<file path="src/rtl/ccm_pkg.sv">
// Shared types, coefficient indices and identity matrix for the colour correction matrix.
package ccm_pkg;

  localparam int CCM_PX_WIDTH    = 10;
  localparam int CCM_FRACT_WIDTH = 10;
  localparam int CCM_INT_WIDTH   = 3;
  localparam int CCM_COEF_WIDTH  = CCM_INT_WIDTH + CCM_FRACT_WIDTH;
  localparam int CCM_ID_WIDTH    = 4;
  localparam int CCM_DEST_WIDTH  = 4;
  localparam int CCM_NUM_COEF    = 9;

  typedef logic signed [CCM_COEF_WIDTH-1:0] coef_t;

  // Row-major indices: output channel row, input channel column (R, G, B).
  localparam int CCM_RR = 0;
  localparam int CCM_RG = 1;
  localparam int CCM_RB = 2;
  localparam int CCM_GR = 3;
  localparam int CCM_GG = 4;
  localparam int CCM_GB = 5;
  localparam int CCM_BR = 6;
  localparam int CCM_BG = 7;
  localparam int CCM_BB = 8;

  localparam coef_t CCM_ONE = coef_t'(1 << CCM_FRACT_WIDTH);

  localparam coef_t CCM_IDENTITY [CCM_NUM_COEF] = '{
    CCM_ONE,   coef_t'(0), coef_t'(0),
    coef_t'(0), CCM_ONE,   coef_t'(0),
    coef_t'(0), coef_t'(0), CCM_ONE
  };

  // True for the diagonal entries of the matrix.
  function automatic logic ccm_is_diag(input int idx);
    return (idx == CCM_RR) || (idx == CCM_GG) || (idx == CCM_BB);
  endfunction

endpackage

</file>
<file path="src/rtl/axi4_stream_if.sv">
// AXI4-Stream pixel bus shared by the video pipeline stages.
interface axi4_stream_if #(
  parameter int TDATA_WIDTH = 32,
  parameter int TID_WIDTH   = 4,
  parameter int TDEST_WIDTH = 4
) ();
  localparam int TKEEP_WIDTH = TDATA_WIDTH / 8;

  logic                   tvalid;
  logic                   tready;
  logic [TDATA_WIDTH-1:0] tdata;
  logic [TKEEP_WIDTH-1:0] tstrb;
  logic [TKEEP_WIDTH-1:0] tkeep;
  logic                   tlast;
  logic [TID_WIDTH-1:0]   tid;
  logic [TDEST_WIDTH-1:0] tdest;
  logic                   tuser;

  modport master (output tvalid, tdata, tstrb, tkeep, tlast, tid, tdest, tuser, input tready);
  modport slave  (input tvalid, tdata, tstrb, tkeep, tlast, tid, tdest, tuser, output tready);
endinterface

</file>
<file path="src/rtl/ccm_dot3.sv">
// One output channel: 3 products, 3-term sum, then round/clamp into a register.
module ccm_dot3 #(
  parameter int PX_WIDTH    = 10,
  parameter int COEF_WIDTH  = 13,
  parameter int FRACT_WIDTH = 10
) (
  input  logic                         clk_i,
  input  logic                         rst_i,
  input  logic                         en_i,
  input  logic [PX_WIDTH-1:0]          x0_i,
  input  logic [PX_WIDTH-1:0]          x1_i,
  input  logic [PX_WIDTH-1:0]          x2_i,
  input  logic signed [COEF_WIDTH-1:0] k0_i,
  input  logic signed [COEF_WIDTH-1:0] k1_i,
  input  logic signed [COEF_WIDTH-1:0] k2_i,
  output logic [PX_WIDTH-1:0]          y_o
);
  localparam int PW = PX_WIDTH + 1 + COEF_WIDTH;
  localparam int SW = PW + 2;
  localparam logic signed [SW-1:0] HALF   = SW'(64'd1 << (FRACT_WIDTH - 1));
  localparam logic signed [SW-1:0] PX_MAX = SW'((64'd1 << PX_WIDTH) - 64'd1);

  logic signed [PW-1:0] p0_q, p1_q, p2_q;
  logic signed [SW-1:0] sum_q;
  logic signed [SW-1:0] rnd;
  logic signed [SW-1:0] shf;
  logic [PX_WIDTH-1:0]  clamp;

  // Stage 1: pixels are unsigned, so zero-extend before the signed multiply.
  always_ff @(posedge clk_i) begin
    if (rst_i) begin
      p0_q <= '0;
      p1_q <= '0;
      p2_q <= '0;
    end else if (en_i) begin
      p0_q <= PW'($signed({1'b0, x0_i})) * PW'(k0_i);
      p1_q <= PW'($signed({1'b0, x1_i})) * PW'(k1_i);
      p2_q <= PW'($signed({1'b0, x2_i})) * PW'(k2_i);
    end
  end

  // Stage 2: sum with two guard bits so three full-scale products cannot wrap.
  always_ff @(posedge clk_i) begin
    if (rst_i) begin
      sum_q <= '0;
    end else if (en_i) begin
      sum_q <= SW'(p0_q) + SW'(p1_q) + SW'(p2_q);
    end
  end

  // Round half up, drop the fraction, then saturate into the pixel range.
  always_comb begin
    rnd   = sum_q + HALF;
    shf   = rnd >>> FRACT_WIDTH;
    clamp = shf[PX_WIDTH-1:0];
    if (shf[SW-1]) begin
      clamp = '0;
    end else if (shf > PX_MAX) begin
      clamp = '1;
    end
  end

  // Stage 3: registered result.
  always_ff @(posedge clk_i) begin
    if (rst_i) begin
      y_o <= '0;
    end else if (en_i) begin
      y_o <= clamp;
    end
  end

endmodule

</file>
<file path="src/rtl/color_correction_matrix.sv">
// Programmable signed 3x3 colour correction with frame-aligned coefficient banks.
// Handshake: a beat transfers on a clock edge where tvalid && tready; the
// pipeline advances only when the output slot is free or being drained
// (en = out.tready || !out.tvalid), and in.tready is exactly that enable.
module color_correction_matrix
  import ccm_pkg::*;
#(
  parameter int PX_WIDTH    = CCM_PX_WIDTH,
  parameter int FRACT_WIDTH = CCM_FRACT_WIDTH,
  parameter int INT_WIDTH   = CCM_INT_WIDTH
) (
  input  logic                                 clk_i,
  input  logic                                 rst_i,
  input  logic                                 coef_wr_i,
  input  logic [3:0]                           coef_addr_i,
  input  logic signed [INT_WIDTH+FRACT_WIDTH-1:0] coef_data_i,
  input  logic                                 bypass_i,
  axi4_stream_if.slave                         video_i,
  axi4_stream_if.master                        video_o
);
  localparam int COEF_WIDTH  = INT_WIDTH + FRACT_WIDTH;
  localparam int PIX_BITS    = 3 * PX_WIDTH;
  localparam int TDATA_WIDTH = ((PIX_BITS + 7) / 8) * 8;
  localparam int KEEP_WIDTH  = TDATA_WIDTH / 8;
  localparam int SB_WIDTH    = 2 + 2 * KEEP_WIDTH + CCM_ID_WIDTH + CCM_DEST_WIDTH;
  localparam logic [TDATA_WIDTH-1:0] PIX_MASK = TDATA_WIDTH'((64'd1 << PIX_BITS) - 64'd1);
  localparam logic signed [COEF_WIDTH-1:0] K_ONE = COEF_WIDTH'(64'd1 << FRACT_WIDTH);

  logic signed [COEF_WIDTH-1:0] pend_k [CCM_NUM_COEF];
  logic signed [COEF_WIDTH-1:0] act_k  [CCM_NUM_COEF];
  logic signed [COEF_WIDTH-1:0] k_eff  [CCM_NUM_COEF];
  logic                         pend_byp, act_byp, byp_eff;

  logic en, acc, sof_acc;
  logic [2:0]             vld_q, byp_q;
  logic [TDATA_WIDTH-1:0] pix_q [3];
  logic [SB_WIDTH-1:0]    sb_q  [3];
  logic [SB_WIDTH-1:0]    sb_in;
  logic [PX_WIDTH-1:0]    px_r, px_g, px_b;
  logic [PX_WIDTH-1:0]    y [3];
  logic [TDATA_WIDTH-1:0] out_pix;

  assign en             = video_o.tready || !video_o.tvalid;
  assign video_i.tready = en;
  assign acc            = video_i.tvalid && en;
  assign sof_acc        = acc && video_i.tuser;

  assign px_r  = video_i.tdata[3*PX_WIDTH-1 -: PX_WIDTH];
  assign px_b  = video_i.tdata[2*PX_WIDTH-1 -: PX_WIDTH];
  assign px_g  = video_i.tdata[PX_WIDTH-1 -: PX_WIDTH];
  assign sb_in = {video_i.tlast, video_i.tuser, video_i.tstrb, video_i.tkeep,
                  video_i.tid, video_i.tdest};

  // Pending bank takes writes; active bank reloads from the pre-write pending
  // values on an accepted SOF beat.
  always_ff @(posedge clk_i) begin
    if (rst_i) begin
      for (int i = 0; i < CCM_NUM_COEF; i++) begin
        pend_k[i] <= ccm_is_diag(i) ? K_ONE : '0;
        act_k[i]  <= ccm_is_diag(i) ? K_ONE : '0;
      end
      pend_byp <= 1'b0;
      act_byp  <= 1'b0;
    end else begin
      pend_byp <= bypass_i;
      if (coef_wr_i && (coef_addr_i < 4'(CCM_NUM_COEF))) begin
        pend_k[coef_addr_i] <= coef_data_i;
      end
      if (sof_acc) begin
        for (int i = 0; i < CCM_NUM_COEF; i++) begin
          act_k[i] <= pend_k[i];
        end
        act_byp <= pend_byp;
      end
    end
  end

  // The SOF pixel itself must already see the incoming bank.
  always_comb begin
    for (int i = 0; i < CCM_NUM_COEF; i++) begin
      k_eff[i] = sof_acc ? pend_k[i] : act_k[i];
    end
    byp_eff = sof_acc ? pend_byp : act_byp;
  end

  // Valid, bypass, raw pixel and sideband delay lines matching the 3-stage datapath.
  always_ff @(posedge clk_i) begin
    if (rst_i) begin
      vld_q <= '0;
      byp_q <= '0;
      for (int s = 0; s < 3; s++) begin
        pix_q[s] <= '0;
        sb_q[s]  <= '0;
      end
    end else if (en) begin
      vld_q    <= {vld_q[1:0], video_i.tvalid};
      byp_q    <= {byp_q[1:0], byp_eff};
      pix_q[0] <= video_i.tdata;
      pix_q[1] <= pix_q[0];
      pix_q[2] <= pix_q[1];
      sb_q[0]  <= sb_in;
      sb_q[1]  <= sb_q[0];
      sb_q[2]  <= sb_q[1];
    end
  end

  for (genvar c = 0; c < 3; c++) begin : g_ch
    ccm_dot3 #(
      .PX_WIDTH    (PX_WIDTH),
      .COEF_WIDTH  (COEF_WIDTH),
      .FRACT_WIDTH (FRACT_WIDTH)
    ) u_dot (
      .clk_i (clk_i),
      .rst_i (rst_i),
      .en_i  (en),
      .x0_i  (px_r),
      .x1_i  (px_g),
      .x2_i  (px_b),
      .k0_i  (k_eff[3*c]),
      .k1_i  (k_eff[3*c+1]),
      .k2_i  (k_eff[3*c+2]),
      .y_o   (y[c])
    );
  end

  // Repack channel results into the R/B/G tdata layout with zero padding.
  always_comb begin
    out_pix = '0;
    out_pix[3*PX_WIDTH-1 -: PX_WIDTH] = y[0];
    out_pix[2*PX_WIDTH-1 -: PX_WIDTH] = y[2];
    out_pix[PX_WIDTH-1 -: PX_WIDTH]   = y[1];
  end

  assign video_o.tvalid = vld_q[2];
  assign video_o.tdata  = byp_q[2] ? (pix_q[2] & PIX_MASK) : out_pix;
  assign {video_o.tlast, video_o.tuser, video_o.tstrb, video_o.tkeep,
          video_o.tid, video_o.tdest} = sb_q[2];

endmodule

</file>
<file path="src/flat_wrapper.sv">
// flat-port wrapper written by rule: the top's interface ports become plain ports
module color_correction_matrix_flat import ccm_pkg::*;
#(
  parameter int PX_WIDTH    = CCM_PX_WIDTH,
  parameter int FRACT_WIDTH = CCM_FRACT_WIDTH,
  parameter int INT_WIDTH   = CCM_INT_WIDTH
)
  (clk_i, rst_i, coef_wr_i, coef_addr_i, coef_data_i, bypass_i, video_i_tvalid, video_i_tdata, video_i_tstrb, video_i_tkeep, video_i_tlast, video_i_tid, video_i_tdest, video_i_tuser, video_i_tready, video_o_tvalid, video_o_tdata, video_o_tstrb, video_o_tkeep, video_o_tlast, video_o_tid, video_o_tdest, video_o_tuser, video_o_tready);
  axi4_stream_if video_i_i ();
  axi4_stream_if video_o_i ();
  input  logic clk_i;
  input  logic rst_i;
  input  logic coef_wr_i;
  input  logic [3:0] coef_addr_i;
  input  logic signed [INT_WIDTH+FRACT_WIDTH-1:0] coef_data_i;
  input  logic bypass_i;
  input wire logic [$bits(video_i_i.tvalid)-1:0] video_i_tvalid;
  input wire logic [$bits(video_i_i.tdata)-1:0] video_i_tdata;
  input wire logic [$bits(video_i_i.tstrb)-1:0] video_i_tstrb;
  input wire logic [$bits(video_i_i.tkeep)-1:0] video_i_tkeep;
  input wire logic [$bits(video_i_i.tlast)-1:0] video_i_tlast;
  input wire logic [$bits(video_i_i.tid)-1:0] video_i_tid;
  input wire logic [$bits(video_i_i.tdest)-1:0] video_i_tdest;
  input wire logic [$bits(video_i_i.tuser)-1:0] video_i_tuser;
  output wire logic [$bits(video_i_i.tready)-1:0] video_i_tready;
  output wire logic [$bits(video_o_i.tvalid)-1:0] video_o_tvalid;
  output wire logic [$bits(video_o_i.tdata)-1:0] video_o_tdata;
  output wire logic [$bits(video_o_i.tstrb)-1:0] video_o_tstrb;
  output wire logic [$bits(video_o_i.tkeep)-1:0] video_o_tkeep;
  output wire logic [$bits(video_o_i.tlast)-1:0] video_o_tlast;
  output wire logic [$bits(video_o_i.tid)-1:0] video_o_tid;
  output wire logic [$bits(video_o_i.tdest)-1:0] video_o_tdest;
  output wire logic [$bits(video_o_i.tuser)-1:0] video_o_tuser;
  input wire logic [$bits(video_o_i.tready)-1:0] video_o_tready;
  assign video_i_i.tvalid = video_i_tvalid;
  assign video_i_i.tdata = video_i_tdata;
  assign video_i_i.tstrb = video_i_tstrb;
  assign video_i_i.tkeep = video_i_tkeep;
  assign video_i_i.tlast = video_i_tlast;
  assign video_i_i.tid = video_i_tid;
  assign video_i_i.tdest = video_i_tdest;
  assign video_i_i.tuser = video_i_tuser;
  assign video_i_tready = video_i_i.tready;
  assign video_o_tvalid = video_o_i.tvalid;
  assign video_o_tdata = video_o_i.tdata;
  assign video_o_tstrb = video_o_i.tstrb;
  assign video_o_tkeep = video_o_i.tkeep;
  assign video_o_tlast = video_o_i.tlast;
  assign video_o_tid = video_o_i.tid;
  assign video_o_tdest = video_o_i.tdest;
  assign video_o_tuser = video_o_i.tuser;
  assign video_o_i.tready = video_o_tready;
  color_correction_matrix #(.PX_WIDTH(PX_WIDTH), .FRACT_WIDTH(FRACT_WIDTH), .INT_WIDTH(INT_WIDTH)) u_core (.clk_i(clk_i), .rst_i(rst_i), .coef_wr_i(coef_wr_i), .coef_addr_i(coef_addr_i), .coef_data_i(coef_data_i), .bypass_i(bypass_i), .video_i(video_i_i), .video_o(video_o_i));
endmodule
</file>
<file path="config.mk">
export PLATFORM = sky130hd
export DESIGN_NAME = color_correction_matrix_flat
export DESIGN_NICKNAME = d
export VERILOG_FILES = /design/src/rtl/ccm_pkg.sv /design/src/rtl/axi4_stream_if.sv /design/src/rtl/ccm_dot3.sv /design/src/rtl/color_correction_matrix.sv /design/src/flat_wrapper.sv
export SDC_FILE = /design/constraint.sdc
export NUM_CORES = 2
export LEC_CHECK = 0
export ABC_AREA = 1
export CORE_MARGIN = 2
export CORE_UTILIZATION = 66
export DETAILED_ROUTE_END_ITERATION = 8
export GPL_ROUTABILITY_DRIVEN = 0
export MAX_ROUTING_LAYER = met4
export PLACE_DENSITY = 0.83
export SLEW_MARGIN = 20
export SYNTH_ARGS = -nofsm -noshare
export SYNTH_HDL_FRONTEND = slang
export SYNTH_SLANG_ARGS = --single-unit
</file>
<file path="constraint.sdc">
create_clock -name clk_i -period 6.55 [get_ports clk_i]
set_input_delay 0.655 -clock clk_i [delete_from_list [all_inputs] [get_ports clk_i]]
set_output_delay 0.655 -clock clk_i [all_outputs]
set_load 0.005 [all_outputs]
</file>
==> run metrics <==
worst stage delay on the critical path 550 ps; total track usage 0.386; f_max 0.158 GHz; initial antenna violation count 9; DR pass1 iterations 7; reg2reg setup slack 410 ps; DP Area 88000 sq um; Final Slew Violations 0; die height 352 microns; DRC 0; clk buf depth 3; Worst Hold Class reg -> reg; setup violators final 0; grt total ovfl 0; Port Buffer Count 120; synth unique cells 53; fin area 90600 sq um; Inserted Clock Buffers 76; clock transition at the registers of the reported paths 60 ps; Reg2Reg Launch Point u_core.vld_q[2]; slew margin rel. 0.150; via count 69400; RSZ-0062 raised after global routing false; Final period util 0.964; CTS HTree Levels 3; clk sink count 683; R2R depth 29; share of layout cells above drive strength 1 0.110; Post-Syn Area 79900 sq um; yosys warns 0; cell mode on critical path inv_1; WHS Endpoint u_core.g_ch[1].u_dot.y_o[5]; area delta synth->final 13.4%; ys flop type edfxtp_1; max cap viols 0; Worst path slowest cell fa_1; synthesized instance count 9892; Clock Skew 40.6 ps; Seq/Total Area, Yosys 0.218; CTS tree yes; DR WL/cell 18.7 microns; outcome complete, no violations; fillcell total 8075; Die Width 352 microns; Post-DRT Antenna Nets 0; Ports 125; Worst EP arrival 6910 ps; core area 120000 sq um; Worst setup EP type flop; die area 124000 sq um; final wirelength 230 mm; first-pass GRT wire length 367 mm; Clock Latency Late Sink 720 ps; largest area contributor in the synthesized netlist fa_1; top cells by area, synth fa_1 (29%), edfxtp_1 (14%), inv_1 (11%); Critical Path RT 7150 ps; number of global-route vias before repair 71800; nets@finish 12400; Post-synth EDFFs 378; initial DRC count 6988; r2r endpoint u_core.g_ch[1].u_dot.p2_q[21]; worst slew pin tran 1270 ps; Post-CTS Setup Repair Bufs 0; Rows 127; vias per inst 5.64; largest net degree at the start of global routing 215; Async S/R FF share, synth 0; detailed-placement wirelength estimate 182 mm; WS Path Type in -> reg; endpoints failing hold 0; hold path start u_core.g_ch[1].u_dot.y_o[5]; top-area cell type share of the netlist area 0.290; #FFs+latches synth 683; Crit Path Max Fanout 8; post-synthesis area per instance 8.08 sq um; startpoint types primary input; Min Clock Period, post-route 6310 ps; hold depth 2; clk root buf clkbuf_16; Initial Util 0.666
## layer usage
metal | part of all wire | GRT usage | up-vias | wire length, microns
met1 | 0.37 | 0.466 | 33100 | 84300
met5 | 0 | - | - | 0
met3 | 0.11 | 0.0846 | 1033 | 25300
met2 | 0.46 | 0.602 | 3913 | 105000
li1 | - | - | 31300 | -
met4 | 0.068 | 0.222 | 0 | 15800
## flip-flops by register name, indices dropped and copies added, names as in the netlist
signal / count
u_core.act_k: 117
u_core.pend_k: 117
u_core.pix_q: 90
u_core.g_ch.u_dot.p0_q: 72
u_core.g_ch.u_dot.p1_q: 72
u_core.g_ch.u_dot.p2_q: 72
u_core.sb_q: 54
u_core.g_ch.u_dot.sum_q: 51
u_core.g_ch.u_dot.y_o: 30
u_core.byp_q: 3
u_core.vld_q: 3
u_core.act_byp: 1
u_core.pend_byp: 1
## layout make-up
type	instances	area [sq um]	share of cell area
multi-input combinational	6672	52800	0.583
sequential	683	17500	0.193
inverter	2274	8550	0.0944
timing repair buffer	896	7230	0.0798
clock buffer	93	2020	0.0223
tap	1612	2020	0.0223
clock inverter	48	495	0.00547
antenna	16	40.0	0.000442
## cell usage after synthesis, types with 28 or more instances
cell type,count
xnor2_1,50
clkbuf_1,170
xor2_1,43
nand3_1,207
ha_1,570
fa_1,1158
buf_2,53
o21ai_2,86
nor3_1,64
o21ai_0,341
o21ai_1,28
a21oi_1,338
a21o_1,28
nand4_1,75
inv_1,2245
nand2_1,1955
dfxtp_1,305
nor2_1,1366
edfxtp_1,378
or2_2,133
## what timing repair did
item	in CTS	in global routing
setup endpoints to repair	0	13
resized for setup	0	9
hold endpoints to repair	0	0
hold buffers	0	0
## how the worst max path moves through the flow
stage                   startpoint                       endpoint  slack (ps)
finish               video_i_tuser  u_core.g_ch[1].u_dot.p2_q[21]         240
global route         video_i_tuser  u_core.g_ch[2].u_dot.p0_q[20]           7
CTS                  video_i_tuser  u_core.g_ch[0].u_dot.p0_q[23]         280
detailed placement   video_i_tuser  u_core.g_ch[0].u_dot.p0_q[23]        -410
global placement     video_i_tuser  u_core.g_ch[1].u_dot.p2_q[21]        -320
floorplan           video_i_tvalid  u_core.g_ch[1].u_dot.p1_q[21]         800
## logic make-up (layout without fill, tap and decap cells)
| group | after synthesis | after routing | synth area share |
|---|---|---|---|
| AND/OR/NAND/NOR | 3876 | 3876 | 0.197 |
| buffers and inverters | 2538 | 3311 | 0.122 |
| adder cells (fa/ha/maj) | 1728 | 1728 | 0.379 |
| AO/OA/AOI/OAI | 972 | 972 | 0.0731 |
| flip-flops | 683 | 683 | 0.218 |
| XOR/XNOR | 93 | 93 | 0.0102 |
| other | 1 | 18 | 0.0000469 |
| multiplexers | 1 | 1 | 0.000125 |
## metrics by stage
step	cells	worst slack (ps)	hold WS [ps]	util	TNS, ps
floorplan	9893	803	426	-	0
global placement	12100	-316	438	0.734	-10570
detailed placement	12100	-408	440	0.734	-21940
CTS	12300	279	454	0.755	0
global route	12300	7.47	472	0.755	0
finish	12300	238	452	0.755	0
## worst max-delay path, delay by kind of cell
family,cells,cell delay [ps]
compound gates,1,260
fa+ha+maj,6,2910
buf+inv,12,1760
simple gates,10,1330
## cells in the final DEF (no fill, tap or decap), types with 27 or more instances in the layout
cell type,Yosys,final
inv_1,2245,2243
nand2_1,1955,1954
nor2_1,1366,1365
fa_1,1158,1158
buf_4,23,759
ha_1,570,570
edfxtp_1,378,378
o21ai_0,341,338
a21oi_1,338,338
dfxtp_1,305,305
nand3_1,207,207
or2_2,133,133
clkdlybuf4s50_1,0,120
o21ai_2,86,88
clkbuf_16,0,77
nand4_1,75,75
nor3_1,64,63
xnor2_1,50,50
xor2_1,43,43
o21ai_1,28,29
clkinv_1,21,28
a21o_1,28,28
a22o_1,27,27
nand3b_1,27,27
Power is not shown: default switching activity piles up to over one toggle a cycle in this logic, so the estimate is an artifact.
